File: src/rtl/pwm_ctrl.sv
// pwm_ctrl
//    Motor PWM generator sitting after the PID angle controller. A requested
//    ratio/direction is captured whenever pwm_update is high and only takes
//    effect at a PWM period boundary, so the drive waveform never glitches.
//    A direction reversal first runs DEADTIME_PERIODS full periods with the
//    drive forced low, then flips dir_out together with the new ratio.
//
// Ports
//    clock          main clock
//    reset_n        asynchronous active-low reset
//    pwm_enable     run enable; low forces IDLE and drops any pending request
//    pwm_update     request strobe/level; pwm_ratio and pwm_direction valid while high
//    pwm_ratio      requested high time out of 255 PWM ticks
//    pwm_direction  requested motor direction
//    pwm_out        registered PWM drive
//    dir_out        registered applied direction
//    pwm_done       one-cycle pulse once a requested ratio is being driven
//    active_ratio   ratio currently driven
//    state          debug view of the controller state (00 IDLE, 01 RUN, 10 DEAD)

module pwm_ctrl #(
   parameter int PRESCALE         = 4,
   parameter int DEADTIME_PERIODS = 2
) (
   input  logic       clock,
   input  logic       reset_n,
   input  logic       pwm_enable,
   input  logic       pwm_update,
   input  logic [7:0] pwm_ratio,
   input  logic       pwm_direction,
   output logic       pwm_out,
   output logic       dir_out,
   output logic       pwm_done,
   output logic [7:0] active_ratio,
   output logic [1:0] state
);

   typedef enum logic [1:0] {
      ST_IDLE = 2'b00,
      ST_RUN  = 2'b01,
      ST_DEAD = 2'b10
   } state_t;

   localparam int PW = (PRESCALE > 1) ? $clog2(PRESCALE) : 1;
   localparam int DW = (DEADTIME_PERIODS > 1) ? $clog2(DEADTIME_PERIODS) : 1;
   localparam logic [PW-1:0] PRE_LAST  = PW'(PRESCALE - 1);
   localparam logic [DW-1:0] DEAD_LAST = DW'(DEADTIME_PERIODS - 1);

   state_t        state_q, state_d;
   logic [PW-1:0] pre_cnt_q, pre_cnt_d;
   logic [7:0]    per_cnt_q, per_cnt_d;
   logic [DW-1:0] dead_cnt_q, dead_cnt_d;
   logic [7:0]    pend_ratio_q, pend_ratio_d;
   logic          pend_dir_q, pend_dir_d;
   logic          pending_q, pending_d;
   logic [7:0]    active_ratio_q, active_ratio_d;
   logic          dir_q, dir_d;
   logic          pwm_q, pwm_d;
   logic          done_q, done_d;

   logic          tick;
   logic          boundary;
   logic          req_valid;
   logic [7:0]    req_ratio;
   logic          req_dir;

   // Timing strobes and the effective request. A request arriving in the
   // boundary cycle itself bypasses the pending registers so it is not
   // delayed by a whole period.
   always_comb begin
      tick      = (state_q != ST_IDLE) && (pre_cnt_q == PRE_LAST);
      boundary  = tick && (per_cnt_q == 8'd254);
      req_valid = pending_q || pwm_update;
      req_ratio = pwm_update ? pwm_ratio     : pend_ratio_q;
      req_dir   = pwm_update ? pwm_direction : pend_dir_q;
   end

   // Next-state logic. Captures and counter advance are computed first as
   // defaults, then the state-specific decisions override them, and finally
   // a low pwm_enable overrides everything outside IDLE.
   always_comb begin
      state_d        = state_q;
      pre_cnt_d      = pre_cnt_q;
      per_cnt_d      = per_cnt_q;
      dead_cnt_d     = dead_cnt_q;
      pend_ratio_d   = pend_ratio_q;
      pend_dir_d     = pend_dir_q;
      pending_d      = pending_q;
      active_ratio_d = active_ratio_q;
      dir_d          = dir_q;
      done_d         = 1'b0;
      pwm_d          = (state_q == ST_RUN) && pwm_enable && (per_cnt_q < active_ratio_q);

      if (pwm_update) begin
         pend_ratio_d = pwm_ratio;
         pend_dir_d   = pwm_direction;
         pending_d    = 1'b1;
      end

      if (state_q != ST_IDLE) begin
         if (tick) begin
            pre_cnt_d = '0;
            per_cnt_d = (per_cnt_q == 8'd254) ? 8'd0 : per_cnt_q + 8'd1;
         end else begin
            pre_cnt_d = pre_cnt_q + 1'b1;
         end
      end

      case (state_q)
         ST_IDLE: begin
            pre_cnt_d      = '0;
            per_cnt_d      = 8'd0;
            dead_cnt_d     = '0;
            active_ratio_d = 8'd0;
            if (pwm_enable) begin
               state_d = ST_RUN;
            end
         end
         ST_RUN: begin
            if (boundary && req_valid) begin
               // Same direction, or a stopped motor, can switch immediately.
               if ((req_dir == dir_q) || (active_ratio_q == 8'd0)) begin
                  active_ratio_d = req_ratio;
                  dir_d          = req_dir;
                  pending_d      = 1'b0;
                  done_d         = 1'b1;
               end else begin
                  state_d    = ST_DEAD;
                  dead_cnt_d = '0;
               end
            end
         end
         ST_DEAD: begin
            if (boundary) begin
               if (dead_cnt_q == DEAD_LAST) begin
                  active_ratio_d = req_ratio;
                  dir_d          = req_dir;
                  pending_d      = 1'b0;
                  done_d         = 1'b1;
                  state_d        = ST_RUN;
               end else begin
                  dead_cnt_d = dead_cnt_q + 1'b1;
               end
            end
         end
         default: begin
            state_d = ST_IDLE;
         end
      endcase

      if (!pwm_enable && (state_q != ST_IDLE)) begin
         state_d        = ST_IDLE;
         pre_cnt_d      = '0;
         per_cnt_d      = 8'd0;
         dead_cnt_d     = '0;
         pend_ratio_d   = pend_ratio_q;
         pend_dir_d     = pend_dir_q;
         pending_d      = 1'b0;
         active_ratio_d = 8'd0;
         dir_d          = dir_q;
         done_d         = 1'b0;
         pwm_d          = 1'b0;
      end
   end

   // State and datapath registers with asynchronous active-low reset.
   always_ff @(posedge clock or negedge reset_n) begin
      if (!reset_n) begin
         state_q        <= ST_IDLE;
         pre_cnt_q      <= '0;
         per_cnt_q      <= 8'd0;
         dead_cnt_q     <= '0;
         pend_ratio_q   <= 8'd0;
         pend_dir_q     <= 1'b0;
         pending_q      <= 1'b0;
         active_ratio_q <= 8'd0;
         dir_q          <= 1'b0;
         pwm_q          <= 1'b0;
         done_q         <= 1'b0;
      end else begin
         state_q        <= state_d;
         pre_cnt_q      <= pre_cnt_d;
         per_cnt_q      <= per_cnt_d;
         dead_cnt_q     <= dead_cnt_d;
         pend_ratio_q   <= pend_ratio_d;
         pend_dir_q     <= pend_dir_d;
         pending_q      <= pending_d;
         active_ratio_q <= active_ratio_d;
         dir_q          <= dir_d;
         pwm_q          <= pwm_d;
         done_q         <= done_d;
      end
   end

   assign pwm_out      = pwm_q;
   assign dir_out      = dir_q;
   assign pwm_done     = done_q;
   assign active_ratio = active_ratio_q;
   assign state        = state_q;

endmodule
File: config.mk
export PLATFORM = sky130hd
export DESIGN_NAME = pwm_ctrl
export DESIGN_NICKNAME = d
export VERILOG_FILES = /design/src/rtl/pwm_ctrl.sv
export SDC_FILE = /design/constraint.sdc
export NUM_CORES = 1
export LEC_CHECK = 0
export ABC_AREA = 1
export CAP_MARGIN = 0
export CORE_MARGIN = 4
export CORE_UTILIZATION = 60
export CTS_BUF_LIST = sky130_fd_sc_hd__clkbuf_8
export DETAILED_ROUTE_END_ITERATION = 12
export PLACE_DENSITY = 0.85
export REMOVE_ABC_BUFFERS = 1
export SLEW_MARGIN = 10
export SYNTH_ARGS = -nofsm -noshare
export SYNTH_HDL_FRONTEND = slang
export SYNTH_SLANG_ARGS = --single-unit
export TNS_END_PERCENT = 100
File: constraint.sdc
create_clock -name clock -period 5 [get_ports clock]
set_clock_uncertainty 0.15 [all_clocks]
set_input_delay 1.5 -clock clock [delete_from_list [all_inputs] [get_ports clock]]
set_output_delay 1.5 -clock clock [all_outputs]
set_load 0.03 [all_outputs]
# == After elaboration in Yosys (flattened, before gate mapping) ==
# Index checks and enable logic that the tools add are counted.
# word_totals
inputBits,13
memories,0
out_inout_bits,13
reg_bits,34
ram_bits,0
latchBits,0
rom_bits,0
elab_cells,101
# op_classes
mul,0
n_eq_ne,15
muxes,49
n_reduce_logical,21
bitwise,1
n_lt_le_gt_ge,1
addsub,3
n_shift,0
div_mod_pow,0
# op_table
op,n
$mux W8,11
$pmux W8 S3,1
$mux W1,22
$mux W2,10
$reduce_and A5 Y1,2
$ne A3 B3 Y1 const B,3
$add A8 B1 Y8 const B,1
$eq A8 B8 Y1 const B,1
$logic_not A8 Y1,1
$lt A8 B8 Y1,1
$logic_and A1 B1 Y1,6
$ne A3 B1 Y1 const B,2
$pmux W1 S2,3
$pmux W2 S3,1
$reduce_and A6 Y1,1
$reduce_bool A3 Y1,2
$eq A2 B2 Y1 const B,2
$ne A2 B1 Y1 const B,2
$ne A2 B2 Y1 const B,2
$reduce_and A4 Y1,1
$reduce_bool A2 Y1,2
$reduce_bool A4 Y1,1
$ne A3 B2 Y1 const B,1
$pmux W1 S3,1
other kinds (9),10

# == Depth between registers and ports, before layout ==
# Gate-level depths: netlist (run 1).
# logic_depth
ltp_word,7
mapped_depth,11
mapped_depth_nobuf,11

# == Worst setup path after synthesis (run 1) ==
# OpenSTA, ideal clock, no wires.
# synth_path
path_kind,input to register
startpoint,in pwm_update
endpoint,reg state_q[1] (netlist: state[1])
stages,10
setup_ns,0.118
n_path_buf,0
slack_ns,2.411
arrival_ns,2.320
required_time_ns,4.732
path_cell_list,inv_2 > nand2_1 > nand2_1 > nand2_1 > nand2_1 > nand2_1 > a21oi_1 > nand2_1 > nand2_1 > nand2_1
# synth_via
elab_chain_len,5
elab_cells_between_ends,8
cone_classes,eq/ne: 3; mux: 1; reduce/logical: 4
# synth_lines
item,line,source
from (decl),28,"input logic pwm_update,"
$mux W1,--,
$eq A1 B1 Y1,122,if ((req_dir == dir_q) || (active_ratio_q == 8'd0)) begin
$logic_or A1 B1 Y1,122,
$ne A3 B2 Y1 (no source line),--,
$reduce_and A5 Y1 (no source line) *,--,
to (signal assigned),181,state_q <= state_d;
to (decl),49,"state_t state_q, state_d;"
# Mark *: on every way between the ends. The rest lies on a longest branch, timed or not.
# A chain may end at the register's enable or synchronous reset.

# == Final worst setup path (run 1) ==
# layout_path
startpoint,in pwm_enable
endpoint,reg active_ratio_q[1] (netlist: active_ratio[1])
# layout_via
elab_chain_len,4
elab_cells_between_ends,9
cone_classes,eq/ne: 4; mux: 1; reduce/logical: 4
# layout_lines
item,line,source
from (decl),27,"input logic pwm_enable,"
$logic_not A1 Y1 *,151,if (!pwm_enable && (state_q != ST_IDLE)) begin
$logic_and A1 B1 Y1 *,151,
$ne A3 B1 Y1 (no source line) (tied with other cells),--,
$reduce_and A5 Y1 (no source line),--,
to (signal assigned),188,active_ratio_q <= active_ratio_d;
to (decl),56,"logic [7:0] active_ratio_q, active_ratio_d;"
# Marks and branches as above.

==> summary.txt, run 1 <==
==========================================================================================
Outcome                                                                          completed
Remaining design rule violation count                                                    0
Row count                                                                               21
Top cells by area in the synthesized netlist                                  dfrtp_1 40%, nand2_1 10%, ha_1 8.8%
Number of cells upsized or downsized after cts                                           0
Total via count after detailed routing                                                1918
Ordered list of cells on the worst path                                       clkdlybuf4s50_1, nor2_2, inv_2, nand4_1, nand2_2, inv_2, nand3_1, nand2_1
Minimum period implied by the final worst setup slack                              3220 ps
Slowest library cell on the worst path                                        clkdlybuf4s50_1
Number of buffers added by the clock tree synthesis step                                 5
CTS sink cnt                                                                            34
Reported max-cap violation count                                                         0
Number of optimization iterations in the first detailed-route pass                       4
Maximum buffer depth of the clock tree                                                   2
Origin of the worst setup path                                                  pwm_enable
Starting density of the core                                                         0.632
Routability congestion estimate from global placement                                0.839
Maximum level of the CTS H-tree                                                          2
Layout Utilization                                                                   0.742
Critical register-to-register path startpoint                                     state[1]
FF+latch count, synth                                                                   34
Relative slew slack                                                                  0.679
Buffer type at the clock tree root                                                clkbuf_8
Worst skew pair latency                                                             290 ps
Number of slew-limit violations in the final report                                      0
Layout cells sized above 1                                                          0.0939
Global-route wire length before repair                                             8000 um
Maximum vdd ir drop                                                               0.322 mV
Kind of start point of the critical path                                        input port
Library cell occupying the most area in the post-synthesis netlist                 dfrtp_1
Most frequent cell after synthesis                                                 nand2_1
Antenna violations before repair                                                         0
Most common cell type on the critical path                                           inv_2
Delay of the slowest cell on the worst path                                         500 ps
Worst slew pin tran                                                                 481 ps
Vias in the first global route                                                        1713
Warnings, synthesis                                                                      0
Final hold violation count                                                               0
Number of buffers added for setup after CTS                                              0
Endpoint type of the worst setup path                                                 flop
Post-DP HPWL                                                                       3620 um
Post-Synthesis Cell Area                                                         2140 um^2
Critical Path AT                                                                   3300 ps
Total of buffers placed on input and output ports                                       25
Gate count of the mapped netlist                                                       280
Final Worst Setup Slack                                                            1780 ps
Post-synthesis sequential area ratio                                                 0.397
Placed Cells                                                                           347
Final setup viols                                                                        0
Antenna Nets Post-Route                                                                  0
Netlist cell types                                                                      36
Setup Slack @ Placement                                                            1510 ps
Overall routed net length                                                          4820 um
Max Fclk                                                                         0.310 GHz
Largest net degree at the start of global routing                                       35
Clock edge transition at the registers on the reported setup and hold paths          60 ps
Power per standard cell area                                                   551 nW/um^2
Post-synthesis async set-or-reset flop share                                          1.00
Number of vias per cell after detailed routing                                        5.40
RSZ-0062 raised after global routing                                                    no
Hold bufs inserted after CTS                                                             0
TritonCTS clock tree                                                                 built
Post-layout instance count excluding filler cells                                      355
Min-Delay Startpoint                                                            dead_cnt_q
Global-route total usage across every layer                                          0.240
Data required, critical path                                                       5080 ps
Post-synth EDFFs                                                                         0
Count of routing violations after the opening detailed-route iteration                  86
P_leak                                                                          0.00128 uW
Synth cell count leaders                                                      59 x nand2_1, 35 x inv_1, 34 x dfrtp_1
Portion of the clock cycle consumed by the worst path in the final layout            0.644
Die boundary height                                                                67.7 um
Critical path class                                                           input port to flop
Flip-flop cell with the highest count after synthesis                              dfrtp_1
Gr ovfl total                                                                            0
Die width                                                                          67.7 um
Hold/Removal Path Class                                                       flop to flop
Average cell area after synthesis                                                7.65 um^2
Number of primary I/O pins                                                              26
Die area                                                                         4590 um^2
Routed wirelength normalized by instance count                                     13.6 um
Area of the placeable core                                                       3390 um^2
Number of antenna repair diodes                                                          0
Area share of the largest cell type after synthesis                                  0.397
Post-Route Setup TNS                                                                  0 ps
# nets final                                                                           336
Synthesis-to-layout area growth                                                      17.5%
Max Fanout on Critical Path                                                             16
==========================================================================================
-- power breakdown --
| part | internal, uW | total [uW] | switching, uW | leakage, uW |
|---|---|---|---|---|
| logic | 253 | 759 | 506 | 0.000784 |
| registers | 362 | 418 | 56.0 | 0.000441 |
| clock network | 109 | 210 | 101 | 0.0000524 |
-- routing by layer --
layer,vias to the layer above,share of wire,track usage
met5,-,0,0
met4,0,0.015,0.0835
met3,5,0.050,0.0549
met2,67,0.46,0.367
met1,882,0.47,0.332
li1,964,-,-
-- state kept, by name, summed over array words and instances, names as in the netlist, 2 cells and up --
register	cells
pend_ratio_q	8
per_cnt_q	8
state	2
active_ratio	8
pre_cnt_q	2
-- critical path, delay by kind of cell --
| family | cells | cell delay [ps] |
|---|---|---|
| buf+inv | 3 | 870 |
| simple gates | 5 | 920 |
-- cells in the final DEF, fill, tap and decap left out, drive strengths merged --
cell type      instances
o21bai                 1
o31ai                  1
dfrtp                 34
nand4                  5
nor3                   1
clkbuf                 6
o211ai                 1
nand2                 63
and3                   1
clkinv                 3
a21oi                 16
nand3b                 2
a31oi                  1
o22ai                  1
a211oi                 1
nor3b                  1
nand3                 22
nor2                  30
inv                   44
clkdlybuf4s50         25
a21boi                 1
ha                    15
a2bb2oi                1
buf                    1
o21ai                 32
-- area by class of cell --
| cell class | count | area (um^2) |
|---|---|---|
| multi-input cells | 196 | 1090 |
| fillers | 251 | 873 |
| flip-flops and latches | 34 | 851 |
| repair buffers | 26 | 258 |
| inverters | 45 | 171 |
| clock buffers | 6 | 82.6 |
| well taps | 46 | 57.6 |
| clock inverters | 2 | 8.76 |
-- kinds of logic (layout without fill, tap and decap cells) --
| group | count (synthesis) | in the layout | share of synthesized area |
|---|---|---|---|
| buffers and inverters | 50 | 79 | 0.0947 |
| AND/OR/NAND/NOR | 125 | 125 | 0.281 |
| adder cells (fa/ha/maj) | 15 | 15 | 0.0877 |
| AO/OA/AOI/OAI | 56 | 56 | 0.140 |
| flip-flops | 34 | 34 | 0.397 |
-- metrics by stage --
stage	hold slack [ps]	instance area [um^2]	total power (uW)
6_report	333	2520	1390
5_1_grt	379	2520	1500
4_1_cts	339	2520	1380
3_5_place_dp	319	2420	1170
3_3_place_gp	318	2420	1140
2_1_floorplan	291	2110	955
-- worst paths after layout --
path,endpoint,slack [ps],cells after the start
worst max register to register,active_ratio[1],2640,9
max in group asynchronous,per_cnt_q[5],2930,2
min in group asynchronous,dir_out,1460,2
worst min register to register,dead_cnt_q,330,2
worst min-delay path,dead_cnt_q,330,2
worst max-delay path,active_ratio[1],1780,8
Note: power is estimated with default switching activity, not from simulation.
==> run 2: changes to the inputs <==
CORE_UTILIZATION = 52   (was 60)
PLACE_DENSITY = 0.78   (was 0.85)
clock period = 2.8 ns   (was 5 ns; I/O delays follow)
==> run 2 against run 1 <==
  * Design area rose by 0.80%
  * Register-to-register slack worse by 1900 ps
  * Critical path type is now flop to output port
  * Sequential power is 77% higher
  * Combinational power is 78% higher
  * Via count shrank 1.4%
  * Highest routed layer unchanged
==> summary.txt, run 2 (synthesis gave the netlist of run 1 again) <==
==========================================================================================
Outcome                                                                          completed
Global-route wire length before repair                                             8340 um
Worst skew pair latency                                                             290 ps
Data required, critical path                                                       1810 ps
Max Fanout on Critical Path                                                              6
Kind of start point of the critical path                                              flop
RSZ-0062 raised after global routing                                                    no
Number of optimization iterations in the first detailed-route pass                       4
Total of buffers placed on input and output ports                                       25
Worst slew pin tran                                                                 433 ps
Buffer type at the clock tree root                                                clkbuf_8
Row count                                                                               23
Maximum level of the CTS H-tree                                                          2
Die area                                                                         5210 um^2
Maximum vdd ir drop                                                               0.645 mV
Largest net degree at the start of global routing                                       35
Count of routing violations after the opening detailed-route iteration                 142
P_leak                                                                          0.00129 uW
Post-layout instance count excluding filler cells                                      361
Total via count after detailed routing                                                1892
Leading cell types in the layout, fill and taps excluded                      59 x nand2_1, 36 x inv_1, 34 x dfrtp_1, 26 x o21ai_0
Global-route total usage across every layer                                          0.204
Cell family with the largest share of critical-path delay                     buffers and inverters
Overall routed net length                                                          4490 um
Max Fclk                                                                         0.412 GHz
Delay of the slowest cell on the worst path                                         710 ps
Die boundary height                                                                72.2 um
Minimum period implied by the final worst setup slack                              2430 ps
Vias in the first global route                                                        1834
Maximum buffer depth of the clock tree                                                   2
Antenna Nets Post-Route                                                                  0
Post-DP HPWL                                                                       3380 um
Gr ovfl total                                                                            0
Final worst hold slack                                                              336 ps
Antenna violations before repair                                                         0
Hold bufs inserted after CTS                                                             0
Number of vias per cell after detailed routing                                        5.24
Number of slew-limit violations in the final report                                      0
Die width                                                                          72.2 um
# nets final                                                                           338
Most common library cell in the layout ignoring fill and taps                      nand2_1
Routability congestion estimate from global placement                                0.802
Number of cells upsized or downsized after cts                                           0
Slowest library cell on the worst path                                        clkdlybuf4s50_1
Placed Cells                                                                           353
Portion of the clock cycle consumed by the worst path in the final layout            0.867
Remaining design rule violation count                                                    0
Final hold violation count                                                               0
Reported max-cap violation count                                                         0
Final setup viols                                                                        0
Number of buffers added for setup after CTS                                              0
Number of buffers added by the clock tree synthesis step                                 5
Critical Path AT                                                                   1440 ps
Layout cells sized above 1                                                          0.0997
Routed wirelength normalized by instance count                                     12.4 um
TritonCTS clock tree                                                                 built
Number of antenna repair diodes                                                          0
Ordered list of cells on the worst path                                       clkdlybuf4s50_1
Endpoint type of the worst setup path                                          output port
Number of primary I/O pins                                                              26
Power per standard cell area                                                   973 nW/um^2
Area of the placeable core                                                       4000 um^2
Clock edge transition at the registers on the reported setup and hold paths          70 ps
Buffers plus inverters on the worst setup path                                           1
Starting density of the core                                                         0.535
Post-Route Setup TNS                                                                  0 ps
Relative slew slack                                                                  0.711
Synthesis-to-layout area growth                                                      18.5%
Critical path class                                                           flop to output port
Hold/Removal Path Class                                                       flop to flop
CTS sink cnt                                                                            34
==========================================================================================
run 2: cell count changes in the layout (fill, tap and decap cells not counted):
cell / previous run / this run
buf_4: 1 / 3
run 2: path summary, 6_finish.rpt:
kind | start | endpoint | slack (ps) | cells after the start
max reg2reg | state[1] | state[0] | 720 | 10
min | dead_cnt_q | dead_cnt_q | 340 | 2
min reg2reg | dead_cnt_q | dead_cnt_q | 340 | 2
min in group asynchronous | reset_n | per_cnt_q[3] | 800 | 2
max in group asynchronous | reset_n | pend_dir_q | 1390 | 2
max | state[1] | state[1] | 370 | 1
run 2: area by class of cell:
type,count,area [um^2]
repair buffers,28,273
clock inverters,2,8.76
clock buffers,6,82.6
flip-flops and latches,34,851
well taps,50,62.6
inverters,45,171
multi-input cells,196,1090
fillers,364,1460
run 2: through the flow:
step / power (uW) / instance area [um^2] / setup slack (ps) / utilization
after floorplan: 1710 / 2110 / 597 / -
after detailed placement: 2090 / 2440 / 140 / 0.611
after CTS: 2480 / 2540 / 362 / 0.634
after global placement: 2060 / 2440 / 192 / 0.611
final: 2470 / 2540 / 373 / 0.634
after global routing: 2720 / 2540 / 226 / 0.634
run 2: layer usage:
| metal | vias up | wire (um) | GRT usage |
|---|---|---|---|
| met1 | 876 | 2170 | 0.274 |
| met3 | 8 | 166 | 0.0457 |
| met2 | 40 | 2050 | 0.316 |
| met4 | 0 | 99 | 0.0877 |
| met5 | - | 0 | 0 |
| li1 | 968 | - | - |
run 2: power breakdown:
group          leakage, uW  total [uW]  internal (uW)  switching (uW)
Sequential        0.000441         740            646            94.2
Clock            0.0000524         379            195             184
Combinational     0.000794        1350            461             888
